File: src/rtl/eth_rx_slot_ctrl.sv
// eth_rx_slot_ctrl: receive byte stream into a ring of frame slots in port A of the frame RAM, track committed frames for the CPU
module eth_rx_slot_ctrl #(
  parameter int SLOT_BITS    = 3,
  parameter int SLOT_HW_BITS = 10,
  parameter int LEN_W        = 11
) (
  input  logic                            clk,
  input  logic                            rst,
  input  logic [7:0]                      rx_data,
  input  logic                            rx_valid,
  input  logic                            rx_last,
  input  logic                            rx_err,
  input  logic                            slot_release,
  output logic                            mem_ena,
  output logic [1:0]                      mem_wea,
  output logic [SLOT_BITS+SLOT_HW_BITS-1:0] mem_addra,
  output logic [15:0]                     mem_dina,
  output logic [SLOT_BITS-1:0]            head,
  output logic [SLOT_BITS-1:0]            tail,
  output logic [SLOT_BITS:0]              avail,
  output logic [LEN_W-1:0]                first_len,
  output logic                            rx_irq,
  output logic [15:0]                     drop_cnt
);
  localparam int NB = SLOT_HW_BITS + 1;
  typedef enum logic [1:0] {IDLE, RECV, DROP} state_t;
  state_t state, state_nxt;
  logic [NB:0] n, n_nxt, n_inc;
  logic [LEN_W-1:0] len [2**SLOT_BITS];
  logic wr, commit, drop, full, rel_ok;
  assign full = avail[SLOT_BITS];
  assign rel_ok = slot_release && avail != '0;
  assign n_inc = n + 1'b1;
  assign rx_irq = avail != '0;
  assign first_len = rx_irq ? len[tail] : '0;
  always_comb begin
    state_nxt = state;
    n_nxt = n;
    wr = 1'b0;
    commit = 1'b0;
    drop = 1'b0;
    case (state)
      IDLE: if (rx_valid) begin
        if (full) begin
          drop = 1'b1;
          state_nxt = rx_last ? IDLE : DROP;
        end else begin
          wr = 1'b1;
          commit = rx_last && !rx_err;
          drop = rx_last && rx_err;
          state_nxt = rx_last ? IDLE : RECV;
          n_nxt = rx_last ? '0 : n_inc;
        end
      end
      RECV: if (rx_valid) begin
        // n[NB] set means the slot is already full: this byte overflows it
        if (n[NB]) begin
          drop = 1'b1;
          state_nxt = rx_last ? IDLE : DROP;
          n_nxt = '0;
        end else begin
          wr = 1'b1;
          commit = rx_last && !rx_err;
          drop = rx_last && rx_err;
          state_nxt = rx_last ? IDLE : RECV;
          n_nxt = rx_last ? '0 : n_inc;
        end
      end
      default: if (rx_valid && rx_last) state_nxt = IDLE;
    endcase
  end
  always_ff @(posedge clk) begin
    if (rst) begin
      state <= IDLE;
      n <= '0;
      head <= '0;
      tail <= '0;
      avail <= '0;
      drop_cnt <= '0;
      mem_ena <= 1'b0;
      mem_wea <= '0;
      mem_addra <= '0;
      mem_dina <= '0;
      for (int i = 0; i < 2**SLOT_BITS; i++) len[i] <= '0;
    end else begin
      state <= state_nxt;
      n <= n_nxt;
      head <= head + SLOT_BITS'(commit);
      tail <= tail + SLOT_BITS'(rel_ok);
      avail <= avail + (SLOT_BITS+1)'(commit) - (SLOT_BITS+1)'(rel_ok);
      drop_cnt <= drop_cnt + 16'(drop && drop_cnt != 16'hFFFF);
      if (commit) len[head] <= n_inc[LEN_W-1:0];
      mem_ena <= wr;
      mem_wea <= wr ? (n[0] ? 2'b10 : 2'b01) : 2'b00;
      if (wr) begin
        mem_addra <= {head, n[NB-1:1]};
        mem_dina <= {rx_data, rx_data};
      end
    end
  end
endmodule

File: config.mk
export PLATFORM = sky130hd
export DESIGN_NAME = eth_rx_slot_ctrl
export DESIGN_NICKNAME = d
export VERILOG_FILES = /design/src/rtl/eth_rx_slot_ctrl.sv
export SDC_FILE = /design/constraint.sdc
export NUM_CORES = 1
export LEC_CHECK = 0
export ABC_AREA = 1
export CORE_AREA = 2 2 141 143
export CTS_CLUSTER_SIZE = 10
export DETAILED_ROUTE_END_ITERATION = 10
export DIE_AREA = 0 0 143 145
export PLACE_DENSITY_LB_ADDON = 0.1
export SETUP_SLACK_MARGIN = 0.3
export SLEW_MARGIN = 20
export SYNTH_ARGS = -nofsm -noshare
export SYNTH_HDL_FRONTEND = slang
export SYNTH_SLANG_ARGS = --single-unit
File: constraint.sdc
create_clock -name clk -period 6 [get_ports clk]
set_clock_uncertainty 0.1 [all_clocks]
set_input_delay 1.8 -clock clk [delete_from_list [all_inputs] [get_ports clk]]
set_output_delay 1.8 -clock clk [all_outputs]
set_load 0.1 [all_outputs]
# --- After elaboration in Yosys (flattened, before gate mapping) ---
# Memories as Yosys holds them, arrays and structs flattened. A register that Yosys moved wholly into a read port is not among the register bits.
# Cells that the tools add are included.
# W data, S select, Z words.
op_classes:
  add_sub_neg: 6
  n_eq_ne: 5
  n_mux: 40
  bitwise_logic: 1
  reduce_logical: 14
op_table:
  columns: ["op", "count"]
  rows:
  - ["$mux W12", 5]
  - ["$pmux W12 S2", 1]
  - ["$mux W11", 2]
  - ["$mux W1", 19]
  - ["$add A16 B1 Y16", 1]
  - ["$ne A16 B16 Y1 const B", 1]
  - ["$mux W2", 7]
  - ["$add A12 B1 Y12 const B", 1]
  - ["$reduce_or A11 Y1", 1]
  - ["$add A3 B1 Y3", 2]
  - ["$mux W3", 2]
  - ["$ne A2 B2 Y1 const B", 3]
  - ["$pmux W1 S2", 3]
  - ["$logic_and A1 B1 Y1", 5]
  - ["$add A4 B1 Y4", 1]
  - ["$pmux W2 S2", 1]
  - ["$reduce_and A4 Y1", 1]
  - ["$reduce_bool A4 Y1", 1]
  - ["$sub A4 B1 Y4", 1]
  - ["$reduce_and A3 Y1", 1]
  - ["$reduce_bool A3 Y1", 1]
  - ["$eq A2 B1 Y1 const B", 1]
  - ["$logic_not A2 Y1", 1]
  - ["$reduce_bool A2 Y1", 1]
  - ["other kinds (3)", 3]
totals:
  register_bits: 72
  ram_bits: 88
  out_inout_bits: 70
  elab_cells: 77
  mem_count: 1
memory_table:
  columns: ["name", "depth", "width", "read_ports", "rd_clocked_by_memory_dff", "wr", "line_no", "source"]
  rows:
  - ["len", 8, 11, 1, 1, 8, "29", "logic [LEN_W-1:0] len [2**SLOT_BITS];"]

# --- Longest topological paths before layout ---
depth:
  word_depth: 10
  ltp_mapped: 15

# --- Least setup slack after synthesis ---
# No wires, ideal clock.
synth_path:
  path_kind: "reg2out"
  start: "reg avail[2]"
  end: "out first_len[1]"
  arrival_ns: 3.974
  required_ns: 4.100
  slack_ns: 0.126
  stages_incl_launch_ff: 9
  path_buffers: 1
  cell_sequence: "dfxtp_1 > inv_1 > ha_1 > nand2_1 > nor2_1 > inv_1 > clkbuf_1 > o21ai_1 > nor2_1"
synth_via:
  elab_chain_len: 2
synth_rtl:
  columns: ["element", "line_no", "source"]
  rows:
  - ["start: declaration", "20", "output logic [SLOT_BITS:0] avail,"]
  - ["start signal: assignment", "90", "avail <= avail + (SLOT_BITS+1)'(commit) - (SLOT_BITS+1)'(rel_ok);"]
  - ["$reduce_bool A4 Y1", "34", "assign rx_irq = avail != '0;"]
  - ["net rx_irq", "22", "output logic rx_irq,"]
  - ["$mux W11", "35", "assign first_len = rx_irq ? len[tail] : '0;"]
  - ["end: declaration", "21", "output logic [LEN_W-1:0] first_len,"]
# The timed path passes the listed nets, and every way through them passes these cells.

# --- Final worst setup path ---
layout_path:
  start: "reg avail[3]"
  end: "out rx_irq"
layout_via:
  elab_chain_len: 1
layout_rtl:
  columns: ["element", "line_no"]
  rows:
  - ["$reduce_bool A4 Y1", "34"]
  - ["end: declaration", "22"]
# No other way between the ends.

==> summary.md <==
| Metric | Value |
|---|---|
| Outcome | finished clean |
| Mapped cell area | 6990 um2 |
| Initial antenna violation count | 0 |
| Max VDD drop | 441 uV |
| Sequential share of the synthesized area | 56.1% |
| Area of the die | 20700 um2 |
| HP Start | mem_addra[9] |
| Net count after synthesis | 829 |
| Yosys Warn Count | 0 |
| Top FF cell, synth | edfxtp_1 |
| HP Class | flop to flop |
| FF+latch count, synth | 152 |
| Xor/xnor share of the synthesized area | 0.877% |
| Final Wtd Congestion | 0.852 |
| Vias/cell | 4.83 |
| Mapped Cells | 802 |
| Largest net degree at the start of global routing | 47 |
| Site Rows | 51 |
| Max_cap viols | 0 |
| Hold slack | 0.348 ns |
| R2r setup slk | 3.25 ns |
| Tmin final | 4.60 ns |
| Tightest Pin Transition | 1.05 ns |
| Grt total ovfl | 0 |
| # resized after CTS | 0 |
| Worst Hold Depth | 2 |
| Crit path kind | flop to output port |
| Mux contribution to synthesized area | 0% |
| Clock buffer depth | 2 |
| 1st-iter DRT viols | 448 |
| GRT Util Overall | 18.2% |
| Pre-antenna DRT Iters | 5 |
| Critical Path RT | 4.10 ns |
| Main combinational cell family by area after synthesis | simple AND/OR/NAND/NOR gates |
| Die X | 143 um |
| Post-DP HPWL | 12.2 mm |
| Compound-cell area share of the yosys netlist | 11.1% |
| Routed WL | 18.1 mm |
| Vias | 5505 |
| Crit. End Element | output port |
| R2r endpoint | avail[2] |
| Post-Synth Simple-Gate Area | 21.4% |
| Setup violators final | 0 |
| Final core occ | 44.3% |
| Setup TNS Final | 0 ns |
| Layout cells sized above 1 | 8.12% |
| Setup crit start kind | flop |
| Post-synth EDFFs | 88 |
| Buffers on Ports | 83 |
| Synth unique cells | 34 |
| Crit path max fanout | 12 |
| Slew HR | 30.0% |
| Leak Pwr | 3.16 nW |
| Max Fclk | 0.218 GHz |
| Reg2Reg Depth | 13 |
| Final period util | 76.6% |
| CTS Buf Count | 17 |
| Final Max Slew Viols | 0 |
| Arrival @ worst endpoint | 2.70 ns |
| Pwr dens | 475 nW/um2 |
| Top Ports | 84 |
| # nets final | 888 |
| Hold_buf cts | 0 |
| # DRC | 0 |
| Clock transition at path regs | 0.06 ns |
| Die Y | 145 um |
| ANT cells | 0 |
| Core area | 19200 um2 |
| Starting Density | 36.4% |
| CTS tree | yes |
| WL per Instance | 15.9 um |
| Worst r2r src | state[1] |
| Final ANT Viol Nets | 0 |
| Clk Latency, worst-skew pair | 0.42 ns |
| First-pass GRT wire length | 29.0 mm |
| Layout area overhead | 21.9% |
| CTS HTree Levels | 4 |
| RSZ-0062 raised after global routing | no |
| Async SR Flop Fraction | 0% |
| Postcts setup bufs | 0 |
| Worst Hold End | mem_addra[9] |
| Synth Area in Adders | 2.43% |
| Post-Synthesis Mean Instance Area | 8.72 um2 |
| Hold Vio Cnt, Final | 0 |
| Vias in the first global route | 5363 |
| Root Driver | clkbuf_16 |
| TritonCTS sink count | 152 |
[area by class of cell]
class	count	area [um2]
clock buffers	25	523
well taps	265	332
fillers	1865	10700
inverters	76	285
clock inverters	7	86.3
repair buffers	88	841
multi-input cells	526	2530
flip-flops and latches	152	3920
[cell usage in the layout, fill, tap and decap left out, types with 16 or more instances in the layout]
| master | n |
|---|---|
| edfxtp_1 | 88 |
| inv_1 | 74 |
| a21oi_1 | 41 |
| clkbuf_16 | 19 |
| nand2_1 | 85 |
| buf_4 | 16 |
| dfxtp_1 | 64 |
| clkdlybuf4s50_1 | 72 |
| nand3_1 | 21 |
| o21ai_0 | 94 |
| nor2_1 | 212 |
[registers in the layout, indices dropped and copies added, names as in the netlist]
signal and flops:
drop_cnt 16, avail 4, mem_ena 1, len 88
n 12, tail 3, mem_addra 13, state 2
mem_dina 8, mem_wea 2, head 3
[how the worst max path moves through the flow]
stage                   from           end  slack [ns]
detailed placement  rx_valid      avail[2]        1.29
floorplan           avail[2]  first_len[1]        0.54
CTS                 avail[3]        rx_irq        1.39
global route        avail[3]        rx_irq        1.26
finish              avail[3]        rx_irq        1.40
global placement    rx_valid      avail[2]        1.35
[routing by layer]
layer / part of all wire, % / vias to the layer above / track usage, %
li1: - / 2745 / -
met1: 46 / 2564 / 24.9
met2: 45 / 177 / 28.0
met3: 7.1 / 19 / 5.31
met4: 1.6 / 0 / 5.45
met5: 0 / - / 0
[critical path, cell delays in order (launching register included)]
cell	delay [ns]
dfxtp_1	0.42
inv_1	0.07
ha_1	0.18
nand2_1	0.06
nor2_1	0.09
inv_1	0.26
clkdlybuf4s50_1	1.19
[report_power, final]
part	total (mW)	switching, mW	internal, mW
clock	1.10	0.410	0.688
sequential	1.24	0.0553	1.18
combinational	1.72	1.35	0.362
[Yosys cell counts, types with 2 or more instances]
cell / number / share of area, %
a21oi_1: 41 / 2.9
a31oi_1: 4 / 0.36
buf_1: 3 / 0.16
buf_2: 5 / 0.36
buf_4: 8 / 0.86
buf_6: 8 / 1.3
clkbuf_1: 24 / 1.3
dfxtp_1: 64 / 18
edfxtp_1: 88 / 38
ha_1: 12 / 2.1
inv_1: 74 / 4.0
nand2_1: 85 / 4.6
nand3_1: 21 / 1.5
nand3b_1: 3 / 0.32
nand4_2: 8 / 1.4
nor2_1: 221 / 12
nor2_2: 2 / 0.18
nor3_1: 7 / 0.50
o21ai_0: 94 / 6.7
o21ai_1: 11 / 0.79
xnor2_1: 5 / 0.63
xor2_1: 2 / 0.25
[kinds of logic (layout without fill, tap and decap cells)]
| family | Yosys count | count (layout) |
|---|---|---|
| AO/OA/AOI/OAI | 153 | 153 |
| XOR/XNOR | 7 | 7 |
| adder cells (fa/ha/maj) | 13 | 13 |
| buffers and inverters | 124 | 196 |
| flip-flops | 152 | 152 |
| AND/OR/NAND/NOR | 353 | 353 |
[stage by stage]
stage / cell area, um2 / std cells / total power [mW] / setup slack [ns]
2_1_floorplan: 7010 / 802 / 2.59 / 0.543
3_3_place_gp: 7910 / 1107 / 2.97 / 1.35
6_report: 8520 / 1139 / 4.05 / 1.40
3_5_place_dp: 7910 / 1107 / 2.98 / 1.29
5_1_grt: 8520 / 1139 / 4.23 / 1.26
4_1_cts: 8520 / 1139 / 4.08 / 1.39
Power figures use the tool's default switching activity.
